$ cat config.mk
export PLATFORM = sky130hd
export DESIGN_NAME = regfile_scoreboard
export DESIGN_NICKNAME = d
export VERILOG_FILES = /design/src/rtl/regfile_scoreboard.sv
export SDC_FILE = /design/constraint.sdc
export NUM_CORES = 1
export LEC_CHECK = 0
export BUFFER_PORTS_ARGS = -buffer_cell sky130_fd_sc_hd__buf_2
export CAP_MARGIN = 25
export CORE_ASPECT_RATIO = 0.6
export CORE_UTILIZATION = 60
export CTS_CLUSTER_SIZE = 16
export DETAILED_ROUTE_END_ITERATION = 7
export PLACE_DENSITY = 0.84
export SLEW_MARGIN = 20
export SYNTH_ARGS = -nofsm -noshare
export SYNTH_HDL_FRONTEND = slang
export SYNTH_SLANG_ARGS = --single-unit
export TNS_END_PERCENT = 1
$ cat constraint.sdc
create_clock -name clock -period 3.3 [get_ports clock]
set_input_delay 0.33 -clock clock [delete_from_list [all_inputs] [get_ports clock]]
set_output_delay 0.33 -clock clock [all_outputs]
set_load 0.01 [all_outputs]
$ cat src/rtl/regfile_scoreboard.sv
// Register file (2 read / 1 write, r0 hardwired to zero, write-to-read bypass)
// with a per-register busy scoreboard that raises stall on RAW hazards.
module regfile_scoreboard #(
    parameter int WIDTH  = 16,
    parameter int ADDR_W = 2
) (
    input  logic              clock,
    input  logic              reset,
    input  logic [ADDR_W-1:0] rr1,
    input  logic [ADDR_W-1:0] rr2,
    input  logic              use_rr1,
    input  logic              use_rr2,
    output logic [WIDTH-1:0]  rd1,
    output logic [WIDTH-1:0]  rd2,
    input  logic              regwrite,
    input  logic [ADDR_W-1:0] wr,
    input  logic [WIDTH-1:0]  wd,
    input  logic              issue_en,
    input  logic [ADDR_W-1:0] issue_addr,
    output logic              stall,
    output logic [ADDR_W:0]   pending
);

    localparam int NUM_REGS = 2 ** ADDR_W;

    logic [WIDTH-1:0]    regs_reg [NUM_REGS];
    logic [NUM_REGS-1:0] busy_reg;
    logic [NUM_REGS-1:0] busy_next;
    logic [ADDR_W:0]     pending_reg;
    logic [ADDR_W:0]     pending_next;

    logic wr_hit1;
    logic wr_hit2;
    logic busy1_eff;
    logic busy2_eff;
    logic issue_ok;

    assign wr_hit1 = regwrite && (wr == rr1);
    assign wr_hit2 = regwrite && (wr == rr2);

    always_comb begin
        rd1 = regs_reg[rr1];
        if (rr1 == '0) begin
            rd1 = '0;
        end else if (wr_hit1) begin
            rd1 = wd;
        end
    end

    always_comb begin
        rd2 = regs_reg[rr2];
        if (rr2 == '0) begin
            rd2 = '0;
        end else if (wr_hit2) begin
            rd2 = wd;
        end
    end

    // A write landing this cycle satisfies the dependency through the bypass.
    assign busy1_eff = busy_reg[rr1] && !wr_hit1;
    assign busy2_eff = busy_reg[rr2] && !wr_hit2;
    assign stall     = (use_rr1 && busy1_eff) || (use_rr2 && busy2_eff);
    assign issue_ok  = issue_en && !stall;

    genvar gi;
    generate
        for (gi = 0; gi < NUM_REGS; gi++) begin : g_busy
            if (gi == 0) begin : g_zero
                assign busy_next[gi] = 1'b0;
            end else begin : g_track
                logic set_hit;
                logic clr_hit;
                assign set_hit = issue_ok && (issue_addr == ADDR_W'(gi));
                assign clr_hit = regwrite && (wr == ADDR_W'(gi));
                // A new producer supersedes the one retiring in the same cycle.
                always_comb begin
                    busy_next[gi] = busy_reg[gi];
                    if (set_hit) begin
                        busy_next[gi] = 1'b1;
                    end else if (clr_hit) begin
                        busy_next[gi] = 1'b0;
                    end
                end
            end
        end
    endgenerate

    always_comb begin
        pending_next = '0;
        for (int i = 0; i < NUM_REGS; i++) begin
            pending_next = pending_next + (ADDR_W + 1)'(busy_next[i]);
        end
    end

    always_ff @(posedge clock) begin
        if (reset) begin
            busy_reg    <= '0;
            pending_reg <= '0;
            for (int i = 0; i < NUM_REGS; i++) begin
                regs_reg[i] <= '0;
            end
        end else begin
            busy_reg    <= busy_next;
            pending_reg <= pending_next;
            if (regwrite && (wr != '0)) begin
                regs_reg[wr] <= wd;
            end
        end
    end

    assign pending = pending_reg;

endmodule

# Word-level counts from Yosys, hierarchy flattened
# Memories as Yosys holds them, arrays and structs flattened.
# Index checks and enable logic that the tools add are counted.
[word_totals]
regBits = 7
latch_bits = 0
mem_bits_rw = 64
rom_bits = 0
in_bits = 30
output_inout_bits = 36
wordCells = 60
mem_count = 1
[memory_table]
columns = ["name", "words", "word_bits", "rd", "rd_ports_with_merged_regs", "write_ports", "line_no", "text"]
rows = [
  ["regs_reg", 4, 16, 2, 0, 4, "26", "logic [WIDTH-1:0] regs_reg [NUM_REGS];"],
]
[op_classes]
addsub = 2
mul = 0
div_mod_pow = 0
magnitude_cmp = 2
n_eq_ne = 8
shifts = 0
n_mux = 22
bitwise = 0
n_reduce_logical = 22
[op_table]
columns = ["op", "n"]
rows = [
  ["$mux 16", 5],
  ["$reduce_or 16->1", 1],
  ["$logic_and 1x1->1", 14],
  ["$mux 1", 14],
  ["$eq 2x2->1 const B", 4],
  ["$lt 2x3->1 const B", 2],
  ["$bmux 1 s2", 2],
  ["$eq 2x1->1 const B", 2],
  ["$eq 2x2->1", 2],
  ["$logic_not 2->1", 2],
  ["$add 2x1->3", 1],
  ["$logic_not 1->1", 3],
  ["$add 1x1->2", 1],
  ["$mux 2", 1],
  ["$reduce_bool 2->1", 1],
  ["$logic_or 1x1->1", 1],
]

# Longest topological paths before layout
[depth]
ltp_word = 12
ltp_mapped = 8

# Worst setup path before layout
# OpenSTA, ideal clock, no wires.
[synth_path]
path_kind = "input -> register"
start = "input port wr[1]"
end = "register pending_reg[0] (netlist: pending[0])"
setup_ns = 0.110
arrival_ns = 1.980
required_time_ns = 3.190
path_slack_ns = 1.210
path_stages = 8
n_path_buf = 1
path_cell_list = "buf_2 > xnor2_2 > nand3_2 > a32oi_2 > inv_2 > o31a_1 > fa_1 > nor2_1"
[synth_between]
elab_chain_cells = 12
word_cells_on_any_way = 30
cone_classes = "add/sub (2); eq/ne (5); mux (6); reduce/logical (17)"
[synth_lines]
columns = ["item", "line_no", "text"]
rows = [
  ["start, declared", "16", "input logic [ADDR_W-1:0] wr,"],
  ["$eq 2x2->1, on equally long branches", "38, 39", ""],
  ["$logic_and 1x1->1, on equally long branches", "38, 39", ""],
  ["$logic_not 1->1, on equally long branches", "60, 61", ""],
  ["$logic_and 1x1->1, on equally long branches", "60, 61", ""],
  ["$logic_and 1x1->1", "62", "assign stall = (use_rr1 && busy1_eff) || (use_rr2 && busy2_eff);"],
  ["$logic_or 1x1->1 *", "62", ""],
  ["via stall", "20", "output logic stall,"],
  ["$logic_not 1->1 *", "63", "assign issue_ok = issue_en && !stall;"],
  ["$logic_and 1x1->1 *", "63", ""],
  ["$logic_and 1x1->1", "73", "assign set_hit = issue_ok && (issue_addr == ADDR_W'(gi));"],
  ["$mux 1", "78", "if (set_hit) begin"],
  ["$add 1x1->2", "91", "pending_next = pending_next + (ADDR_W + 1)'(busy_next[i]);"],
  ["$add 2x1->3 *", "91", ""],
  ["end signal, assigned", "104", "pending_reg <= pending_next;"],
  ["end, declared", "29", "logic [ADDR_W:0] pending_reg;"],
]
# The timed path passes the listed nets; every way through them passes the cells marked *.
# A chain may end at the register's enable or synchronous reset.

# Final worst setup path
[layout_path]
start = "input port rr1[1]"
end = "output port rd1[15]"
[layout_between]
elab_chain_cells = 4
word_cells_on_any_way = 6
cone_classes = "eq/ne (1); mux (2); reduce/logical (2); memory (1)"
[layout_lines]
columns = ["item", "line_no", "text"]
rows = [
  ["start, declared", "9", "input logic [ADDR_W-1:0] rr1,"],
  ["branches (longest 3 deep; another with $mem_v2 4x16)", "--", ""],
  ["$mux 16 *", "43", "if (rr1 == '0) begin"],
  ["end, declared", "13", "output logic [WIDTH-1:0] rd1,"],
]
# Every way passes the cells marked *.

==> metrics.yaml <==
p_switching_mw: 0.5518
timing.hold.ws_ps: 302.4
fillCellCount: 405
ant_nets: 0
slew_headroom: 0.4661
hp-class: "in2reg"
grt_pass1_vias: 2881
regArea_mm2: 0.002022
hold_viol_final: 0
cts_resized: 0
p_seq_frac: 0.510
cp-end-kind: "primary output"
ioPinCount: 66
cts_htree_levels: 3
slew_viol_final: 0
die_w_um: 105.5
finalSetupTns_ps: 0
overflow: 0
antenna_found_initial: 0
postCtsHoldBufs: 0
num_rows: 22
wl_mm: 9.172
fin_util: 0.7216
drive_gt1_frac: 0.3058
powerDensity_mw_per_mm2: 466.4
route.detailed.drc: 0
p_clk_frac: 0.291
dp_hpwl_mm: 6.243
num_antenna_cells: 0
synthToLayoutAreaGrowth_pct: 15.27
outcome: "finished clean"
yosysWarnings: 0
startpoint_type: "primary input"
dieArea_mm2: 0.006769
synth-seq-cells: 69
clk_pin_slew_worst_paths_ps: 70
cellLeakagePower_nw: 1.868
fin_skew_ps: 0.8159
grt_start_max_net_pins: 23
viasPerCell: 5.891
cts_tree: "done"
cp_max_fo: 20
syn_inst: 330
netlist_area_mm2: 0.003860
gp_congestion: 0.8273
fmax_mhz: 399.2
crit_type: "in2out"
coreArea_mm2: 0.006166
critPathArrivalTime_ps: 2170
wl_per_cell_um: 18.49
vdd_drop_max_uv: 263.1
synth_ff_type: "edfxtp_1"
vias: 2922
cts_buffer_depth: 2
switching_share: 0.2659
setup_violations: 0
avgSynthCellArea_um2: 11.70
post_cts_buffers: 0
synth-edff-count: 64
cts.sinks: 69
fin_crit_sh: 0.7591
async_reset_ff_frac: 0
combPwrFrac: 0.199
ctsRootBufferMaster: "clkbuf_8"
period_needed_ps: 2505
finalNetCount: 438
p_int_mw: 1.523
worst_pin_slew_ps: 798.9
grt_pass1_wl_mm: 14.38
dieHeight_um: 64.13
ys_types: 34
ys_seq_area_frac: 0.5238
start_util: 0.6260
drt_pass1_iterations: 5
grt_use_total: 0.2970
largest_reg_flops: 64
p_total_mw: 2.075
cap_viol_max_count: 0
clock_latency_ps: 330
crit_required_ps: 2970
drtIter0Drc: 323
numCtsBuffers: 9
port_buffers: 64
grt_setup_unrepaired: "no"
multiInputGateArea_mm2: 0.001683
[worst max-delay path, cell delays in order]
cell and delay (ps):
buf_2 440, xnor2_2 190, and3_1 710, nand2_1 130, a21oi_1 200, buf_2 170
[layer usage]
| layer | GRT usage | vias up | wire (µm) | share of wire |
|---|---|---|---|---|
| li1 | - | 1318 | - | - |
| met4 | 0.1076 | 0 | 106 | 0.012 |
| met3 | 0.08265 | 13 | 1127 | 0.12 |
| met5 | 0 | - | 0 | 0 |
| met2 | 0.4811 | 181 | 4430 | 0.48 |
| met1 | 0.3908 | 1410 | 3508 | 0.38 |
[cell usage after synthesis, types with 2 or more instances]
master | instances | area share
nand2_1 | 87 | 0.085
edfxtp_1 | 64 | 0.50
nor2_1 | 36 | 0.035
a21oi_1 | 33 | 0.043
mux4_2 | 32 | 0.19
inv_1 | 18 | 0.018
buf_2 | 8 | 0.010
buf_4 | 5 | 0.0097
dfxtp_1 | 5 | 0.026
clkbuf_1 | 4 | 0.0039
and3_1 | 3 | 0.0049
buf_6 | 3 | 0.0088
mux2i_1 | 3 | 0.0078
xnor2_2 | 3 | 0.013
buf_1 | 2 | 0.0019
clkbuf_2 | 2 | 0.0026
nand3_1 | 2 | 0.0026
nand3_2 | 2 | 0.0052
nand3b_1 | 2 | 0.0039
o22ai_1 | 2 | 0.0032
[metrics by stage]
stage               setup WS, ps  std cells  cell area [µm²]
CTS                        872.1        496             4449
global route               717.1        496             4449
detailed placement         726.9        480             4277
global placement           800.6        480             4277
finish                     795.1        496             4449
floorplan                   1210        346             3920
[kinds of logic (layout without fill, tap and decap cells)]
group | count (synthesis) | count (layout) | share of synthesized area
AOI/OAI and AO/OA | 42 | 42 | 0.06386
xor gates and xnor gates | 4 | 4 | 0.01491
adders and majority gates | 1 | 1 | 0.005187
buffers and inverters | 43 | 109 | 0.05575
DFF | 69 | 69 | 0.5238
muxes | 35 | 35 | 0.1945
other | 1 | 17 | 0.0009715
and+or+nand+nor | 135 | 135 | 0.1410
[layout make-up]
class                      instances  share of cell area
clock inverter                     2            0.002250
multi-input combinational        234              0.3782
clock buffer                      14             0.03656
sequential                        69              0.4544
tap                               84             0.02362
inverter                          19             0.01603
timing repair buffer              74             0.08886
[placed cells by master (no fill, tap or decap), types with 3 or more instances in the layout]
| master | instances |
|---|---|
| clkbuf_8 | 11 |
| edfxtp_1 | 64 |
| inv_1 | 18 |
| buf_4 | 10 |
| and3_1 | 3 |
| clkbuf_1 | 3 |
| nand2_1 | 87 |
| mux4_2 | 32 |
| a21oi_1 | 33 |
| buf_2 | 64 |
| nor2_1 | 36 |
| xnor2_2 | 3 |
| mux2i_1 | 3 |
| conb_1 | 17 |
| dfxtp_1 | 5 |
[power groups by stage]
stage | clock network [mW] | logic [mW] | registers [mW]
after floorplan | 0 | 0.276 | 1.06
after global placement | 0 | 0.400 | 1.07
after detailed placement | 0 | 0.407 | 1.08
after CTS | 0.613 | 0.409 | 1.06
after global routing | 0.656 | 0.446 | 1.06
final | 0.603 | 0.413 | 1.06
[path summary, 6_finish.rpt]
path / start / endpoint / slack (ps) / cells after the start
min: issue_en / busy_reg[1]$_SDFF_PP0_ / 300 / 2
max reg2reg: busy_reg[1]$_SDFF_PP0_ / pending[0]$_SDFF_PP0_ / 1300 / 7
min reg2reg: busy_reg[3]$_SDFF_PP0_ / busy_reg[3]$_SDFF_PP0_ / 550 / 2
max: rr1[1] / rd1[15] / 800 / 6
No activity file was read; power rests on OpenSTA's default activity.
